===== src/rtl/disk_uart_sequencer.sv =====
`default_nettype none
// ============================================================================
// Module   : disk_uart_sequencer
// Brief    : Frames sector read/write commands to the host disk image over the
//            UART byte link, streams sector data and checks the host reply.
//            Optional trailing XOR checksum byte: define DISK_CKSUM_EN.
// Revision : 1.0
// ============================================================================
module disk_uart_sequencer #(
    parameter int SECTOR_BYTES = 512,
    parameter int ADDR_W       = 9,
    parameter int TIMEOUT_CYC  = 1000000,
    parameter int TO_W         = 20
) (
    input  logic              clk,
    input  logic              rst_n,
    input  logic              cmd_valid,
    output logic              cmd_ready,
    input  logic              cmd_write,
    input  logic [31:0]       cmd_lba,
    output logic              done,
    output logic              error,
    output logic              busy,
    output logic [7:0]        tx_data,
    output logic              tx_valid,
    input  logic              tx_ready,
    input  logic [7:0]        rx_data,
    input  logic              rx_valid,
    output logic [ADDR_W-1:0] buf_addr,
    output logic [7:0]        buf_wdata,
    output logic              buf_we,
    input  logic [7:0]        buf_rdata
);

    typedef enum logic [3:0] {
        IDLE      = 4'd0,
        SEND_HDR  = 4'd1,
        SEND_DATA = 4'd2,
        WAIT_ACK  = 4'd3,
        RECV_DATA = 4'd4,
        DONE      = 4'd5,
        ERR       = 4'd6
`ifdef DISK_CKSUM_EN
        ,
        SEND_CK   = 4'd7,
        RECV_CK   = 4'd8
`endif
    } state_t;

    localparam logic [ADDR_W-1:0] LAST_IDX = ADDR_W'(SECTOR_BYTES - 1);
    localparam logic [TO_W-1:0]   TO_LAST  = TO_W'(TIMEOUT_CYC - 1);

    state_t             state_q, state_d;
    logic               write_q, write_d;
    logic [31:0]        lba_q, lba_d;
    logic [2:0]         hdr_q, hdr_d;
    logic [ADDR_W-1:0]  k_q, k_d;
    logic [ADDR_W-1:0]  addr_q, addr_d;
    logic [TO_W-1:0]    to_q, to_d;
    logic               error_q, error_d;
    logic [7:0]         txd_q, txd_d;
    logic               txv_q, txv_d;
    logic               rdv_q, rdv_d;
    logic [7:0]         wdata_q, wdata_d;
    logic               we_q, we_d;
    logic [7:0]         hdr_byte;
`ifdef DISK_CKSUM_EN
    logic [7:0]         cksum_q, cksum_d;
`endif

    always_ff @(posedge clk or negedge rst_n) begin
        if (!rst_n) begin
            state_q <= IDLE;
            write_q <= 1'b0;
            lba_q   <= '0;
            hdr_q   <= '0;
            k_q     <= '0;
            addr_q  <= '0;
            to_q    <= '0;
            error_q <= 1'b0;
            txd_q   <= '0;
            txv_q   <= 1'b0;
            rdv_q   <= 1'b0;
            wdata_q <= '0;
            we_q    <= 1'b0;
`ifdef DISK_CKSUM_EN
            cksum_q <= '0;
`endif
        end else begin
            state_q <= state_d;
            write_q <= write_d;
            lba_q   <= lba_d;
            hdr_q   <= hdr_d;
            k_q     <= k_d;
            addr_q  <= addr_d;
            to_q    <= to_d;
            error_q <= error_d;
            txd_q   <= txd_d;
            txv_q   <= txv_d;
            rdv_q   <= rdv_d;
            wdata_q <= wdata_d;
            we_q    <= we_d;
`ifdef DISK_CKSUM_EN
            cksum_q <= cksum_d;
`endif
        end
    end

    // Header: opcode then LBA most-significant byte first
    always_comb begin
        hdr_byte = lba_q[7:0];
        case (hdr_q)
            3'd0:    hdr_byte = write_q ? 8'h57 : 8'h52;
            3'd1:    hdr_byte = lba_q[31:24];
            3'd2:    hdr_byte = lba_q[23:16];
            3'd3:    hdr_byte = lba_q[15:8];
            default: hdr_byte = lba_q[7:0];
        endcase
    end

    always_comb begin
        tx_data  = txd_q;
        tx_valid = txv_q;
        if (state_q == SEND_HDR) begin
            tx_data  = hdr_byte;
            tx_valid = 1'b1;
        end
`ifdef DISK_CKSUM_EN
        if (state_q == SEND_CK) begin
            tx_data  = cksum_q;
            tx_valid = 1'b1;
        end
`endif
    end

    always_comb begin
        state_d = state_q;
        write_d = write_q;
        lba_d   = lba_q;
        hdr_d   = hdr_q;
        k_d     = k_q;
        addr_d  = addr_q;
        to_d    = '0;
        error_d = error_q;
        txd_d   = txd_q;
        txv_d   = txv_q;
        rdv_d   = rdv_q;
        wdata_d = wdata_q;
        we_d    = 1'b0;
`ifdef DISK_CKSUM_EN
        cksum_d = cksum_q;
`endif
        case (state_q)
            IDLE: begin
                if (cmd_valid) begin
                    state_d = SEND_HDR;
                    write_d = cmd_write;
                    lba_d   = cmd_lba;
                    hdr_d   = '0;
                    k_d     = '0;
                    addr_d  = '0;
                    error_d = 1'b0;
                    txv_d   = 1'b0;
                    rdv_d   = 1'b0;
`ifdef DISK_CKSUM_EN
                    cksum_d = '0;
`endif
                end
            end
            SEND_HDR: begin
                if (tx_ready) begin
                    if (hdr_q == 3'd4) begin
                        hdr_d   = '0;
                        state_d = write_q ? SEND_DATA : RECV_DATA;
                    end else begin
                        hdr_d = hdr_q + 3'd1;
                    end
                end
            end
            // rdv_q marks that buf_addr has been stable for a cycle, so
            // buf_rdata now belongs to index k.
            SEND_DATA: begin
                if (txv_q) begin
                    if (tx_ready) begin
                        txv_d = 1'b0;
                        rdv_d = 1'b0;
`ifdef DISK_CKSUM_EN
                        cksum_d = cksum_q ^ txd_q;
`endif
                        if (k_q == LAST_IDX) begin
                            k_d = '0;
`ifdef DISK_CKSUM_EN
                            state_d = SEND_CK;
`else
                            state_d = WAIT_ACK;
`endif
                        end else begin
                            k_d    = k_q + 1'b1;
                            addr_d = k_q + 1'b1;
                        end
                    end
                end else if (rdv_q) begin
                    txd_d = buf_rdata;
                    txv_d = 1'b1;
                end else begin
                    rdv_d = 1'b1;
                end
            end
`ifdef DISK_CKSUM_EN
            SEND_CK: begin
                if (tx_ready) begin
                    state_d = WAIT_ACK;
                end
            end
            RECV_CK: begin
                if (rx_valid) begin
                    state_d = (rx_data == cksum_q) ? DONE : ERR;
                end else if (to_q == TO_LAST) begin
                    to_d    = to_q;
                    state_d = ERR;
                end else begin
                    to_d = to_q + 1'b1;
                end
            end
`endif
            WAIT_ACK: begin
                if (rx_valid) begin
                    state_d = (rx_data == 8'h06) ? DONE : ERR;
                end else if (to_q == TO_LAST) begin
                    to_d    = to_q;
                    state_d = ERR;
                end else begin
                    to_d = to_q + 1'b1;
                end
            end
            RECV_DATA: begin
                if (rx_valid) begin
                    we_d    = 1'b1;
                    wdata_d = rx_data;
                    addr_d  = k_q;
`ifdef DISK_CKSUM_EN
                    cksum_d = cksum_q ^ rx_data;
`endif
                    if (k_q == LAST_IDX) begin
                        k_d = '0;
`ifdef DISK_CKSUM_EN
                        state_d = RECV_CK;
`else
                        state_d = DONE;
`endif
                    end else begin
                        k_d = k_q + 1'b1;
                    end
                end else if (to_q == TO_LAST) begin
                    to_d    = to_q;
                    state_d = ERR;
                end else begin
                    to_d = to_q + 1'b1;
                end
            end
            DONE:    state_d = IDLE;
            ERR:     state_d = IDLE;
            default: state_d = IDLE;
        endcase
        if (state_d == ERR) begin
            error_d = 1'b1;
        end
    end

    assign cmd_ready = (state_q == IDLE);
    assign busy      = (state_q != IDLE);
    assign done      = (state_q == DONE);
    assign error     = error_q;
    assign buf_addr  = addr_q;
    assign buf_wdata = wdata_q;
    assign buf_we    = we_q;

endmodule
`default_nettype wire


===== config.mk =====
export PLATFORM = sky130hd
export DESIGN_NAME = disk_uart_sequencer
export DESIGN_NICKNAME = d
export VERILOG_FILES = /design/src/rtl/disk_uart_sequencer.sv
export SDC_FILE = /design/constraint.sdc
export NUM_CORES = 1
export LEC_CHECK = 0
export CORE_MARGIN = 5
export CORE_UTILIZATION = 50
export DETAILED_ROUTE_END_ITERATION = 8
export PLACE_DENSITY_LB_ADDON = 0.15
export SKIP_LAST_GASP = 1
export SYNTH_ARGS = -nofsm -noshare
export SYNTH_HDL_FRONTEND = slang
export SYNTH_SLANG_ARGS = --single-unit
export TNS_END_PERCENT = 20

===== constraint.sdc =====
create_clock -name clk -period 3.3 [get_ports clk]
set_clock_uncertainty 0.1 [all_clocks]
set_input_delay 0.99 -clock clk [delete_from_list [all_inputs] [get_ports clk]]
set_output_delay 0.99 -clock clk [all_outputs]
set_load 0.1 [all_outputs]

==> results.md, run 1 <==
- CP Launch Type: flop
- Async set-reset flop share out of synthesis: 1.00
- Total wire length: 11.9 mm
- Final hold vios: 0
- Worst EP required: 2.21 ns
- Max clock buf depth: 2
- Die Footprint: 11900 µm²
- Minimum clock period: 3.34 ns
- Worst vdd ir: 281 µV
- RSZ-0062 raised after global routing: true
- Vias: 4129
- Cells along the critical path: inv_2, ha_2, or3_4, a21oi_4, a222oi_1, a21oi_4, buf_12
- Vias in the first global route: 4083
- Slew Viols, Final: 0
- Post-Synthesis Mean Instance Area: 9.59 µm²
- Post-synth top area cell: dfrtp_1
- Crit. End Element: primary output
- Initial DRC count: 200
- Share of the synthesized area in the top cell type: 0.501
- IO Port Bufs: 84
- Peak Freq: 299 MHz
- Hold_ws: 0.388 ns
- Crit-path max cell delay: 0.42 ns
- Hold Crit Class: flop to flop
- Clock sinks: 98
- Die Y: 109 µm
- # DRC: 0
- Synthesis-stage register bit count: 98
- Gr usage total: 0.211
- CTS Buf Count: 9
- Vias per inst: 5.66
- # hold bufs at CTS: 0
- Top post-synthesis cells by area: dfrtp_1 50%, nand2_1 9.1%, mux2_2 5.1%
- Buf/Inv on CP: 2
- Fin worst setup slack: -0.0428 ns
- Crit Path Max Fanout: 8
- Clk root buf: clkbuf_8
- Final core occ: 0.658
- Largest net degree at the start of global routing: 56
- Final Setup Violations: 6
- Critical path class: flop to primary output
- Layout cells sized above 1: 0.194
- Drt pass-1 iters: 5
- Fill cells: 814
- Outcome: complete, but fails checks
- Worst slew pin tran: 0.720 ns
- Syn Std Cell Area: 4890 µm²
- Starting Density: 0.508
- # diodes: 0
- Maximum Capacitance Violations: 0
- Final Cycle Share: 1.01
- Top delay family on crit path: compound AO/OA/AOI/OAI gates
- Routed Antenna Nets: 0
- CTS tree: yes
- Predominant post-synthesis flop cell: dfrtp_1
- CP most frequent cell: a21oi_4
- Fin nets: 654
- Die W: 109 µm
- Static Leak: 2.80 nW
- First-pass GRT wire length: 19.9 mm
- WL/cell: 16.3 µm
- I/O pin cnt: 85
- Synthesized net count: 572
- Synth Instances: 510
- Core Rows: 36
- Synthesis-to-layout area growth: 29.6%
- Post-synth EDFFs: 0
- Synth Warn #: 0
- Failing checks: setup timing
- Worst rel slew slack: 0.520
- Seq/Total Area, Yosys: 0.501
- Synth unique cells: 64
- Gpl congestion: 0.855
- Clock transition at path regs: 0.09 ns
- H-tree lvl count: 3
- Worst EP arrival: 2.25 ns
- PwrDens: 431 nW/µm²
- Initial antenna violation count: 0
- GRT Residual Overflow: 0
- Post-DP HPWL: 8.54 mm
- Core Region: 9640 µm²
- Slowest CP cell: dfrtp_2
- Worst-Skew Late Latency: 0.37 ns
## state kept, by name, summed over array words and instances (netlist names), 3 cells and up
register and flops:
k_q 9, to_q 20, hdr_q 3, lba_q 32, state_q 4, buf_addr 9, buf_wdata 8, txd_q 8
## power breakdown
part | switching [W] | internal [W] | leakage (nW) | total, W
combinational | 0.000326 | 0.000242 | 1.41 | 0.000568
clock | 0.000425 | 0.000377 | 0.104 | 0.000802
sequential | 0.0000775 | 0.00129 | 1.29 | 0.00137
total | 0.000828 | 0.00191 | 2.80 | 0.00274
## cells in the final DEF, fill, tap and decap left out, types with 3 or more instances in the layout
cell             netlist  layout
inv_1                 13      11
dfrtp_1               98      96
clkdlybuf4s50_1        0      52
a22o_1                 3       3
nand3_1               15      15
a31oi_1               17      17
xor2_1                 4       4
a222oi_1               8       8
o21a_1                 3       3
ha_2                   0       3
a32o_1                 3       3
and3_1                 6       6
nor3_1                 8       8
clkbuf_8               0      10
mux2_2                22      22
nor2b_1                3       3
a21oi_4                0       9
mux2i_1                3       3
a221o_1                3       3
buf_12                 0      12
nand4_1                6       6
ha_1                   8       4
o21ai_0               24      24
nand2_1              118     118
nor2_1                22      22
or3_1                  9       8
and4_1                 6       6
a22oi_1                5       5
a21oi_1               26      17
nand3b_1               6       6
buf_4                  2      36
## layout make-up
cell class                 instances  area, µm²  area share
clock buffer                      11        141      0.0223
clock inverter                     5       61.3     0.00967
inverter                          14       52.6     0.00829
multi-input combinational        369       2430       0.384
sequential                        98       2450       0.387
tap                              133        166      0.0262
timing repair buffer             100       1030       0.163
## synthesized netlist by cell type, types with 3 or more instances
cell type  instances
nor2_1            22
buf_2              6
nor3_1             8
a221o_1            3
mux2i_1            3
clkbuf_1          17
nor2b_1            3
and4_1             6
a222oi_1           8
a22oi_1            5
inv_1             13
nor4b_1            3
nand4_1            6
buf_1              4
and3_1             6
nand3b_1           6
nand2_1          118
o21a_1             3
a21oi_1           26
a22o_1             3
or3_1              9
dfrtp_1           98
a32o_1             3
a31oi_1           17
mux2_2            22
o21ai_0           24
xor2_1             4
nand3_1           15
ha_1               8
## final timing paths
| kind | start | endpoint | slack, ns | depth (start not counted) |
|---|---|---|---|---|
| max in group asynchronous | rst_n | txd_q[0] | 1.85 | 2 |
| min reg2reg | lba_q[4] | lba_q[4] | 0.39 | 2 |
| max | hdr_q[1] | tx_data[3] | -0.04 | 7 |
| min in group asynchronous | rst_n | buf_we | 0.57 | 1 |
| max reg2reg | k_q[0] | buf_addr[1] | 0.60 | 8 |
| min | lba_q[4] | lba_q[4] | 0.39 | 2 |
## cell families (layout without fill, tap and decap cells)
kind of cell / Yosys count / in the layout / synth area share
compound gates: 112 / 112 / 0.156
xor+xnor: 5 / 5 / 0.00895
fa+ha+maj: 8 / 8 / 0.0205
buf+inv: 43 / 130 / 0.0361
flops: 98 / 98 / 0.501
mux: 25 / 25 / 0.0568
other cells: 1 / 1 / 0.000767
simple gates: 218 / 218 / 0.219
## what timing repair did
item	CTS	global route
gates resized for setup	8	5
setup buffers	1	0
endpoints found under the setup margin	8	8
pin swaps	3	4
## per-layer routing
layer,global-route usage,up-vias,routed length [µm]
met1,0.281,2004,5060
met4,0.0866,0,284
li1,-,1996,-
met2,0.349,107,6100
met3,0.0278,22,422
met5,0,-,0
## metrics by stage
stage          TNS [ns]  total power (W)  std cells  cell area (µm²)  setup slack (ns)
2_1_floorplan    -0.200          0.00169        510             5010            -0.200
3_3_place_gp          0          0.00192        713             6080             0.267
3_5_place_dp          0          0.00194        713             6080             0.198
4_1_cts          -0.263          0.00276        730             6320           -0.0814
5_1_grt          -0.908          0.00286        730             6340            -0.130
6_report         -0.158          0.00274        730             6340           -0.0428
## worst reg2reg max path: cells and delay by family (launching register included)
family / cells / cell delay [ns]
simple gates: 3 / 0.44
fa+ha+maj: 2 / 0.53
compound gates: 2 / 0.68
flops: 1 / 0.45
mux: 1 / 0.40
(Power assumes the default switching activity.)
==> run 2, diff against run 1 <==
--- a/config.mk
+++ b/config.mk
@@ -5,9 +5,11 @@
 export SDC_FILE = /design/constraint.sdc
 export NUM_CORES = 1
 export LEC_CHECK = 0
+export ABC_CLOCK_PERIOD_IN_PS = 3300
 export CORE_MARGIN = 5
 export CORE_UTILIZATION = 50
 export DETAILED_ROUTE_END_ITERATION = 8
+export HOLD_SLACK_MARGIN = 0.02
 export PLACE_DENSITY_LB_ADDON = 0.15
 export SKIP_LAST_GASP = 1
 export SYNTH_ARGS = -nofsm -noshare
==> results of run 2 <==
No change in the layout: final DEF, timing and power equal those of run 1.
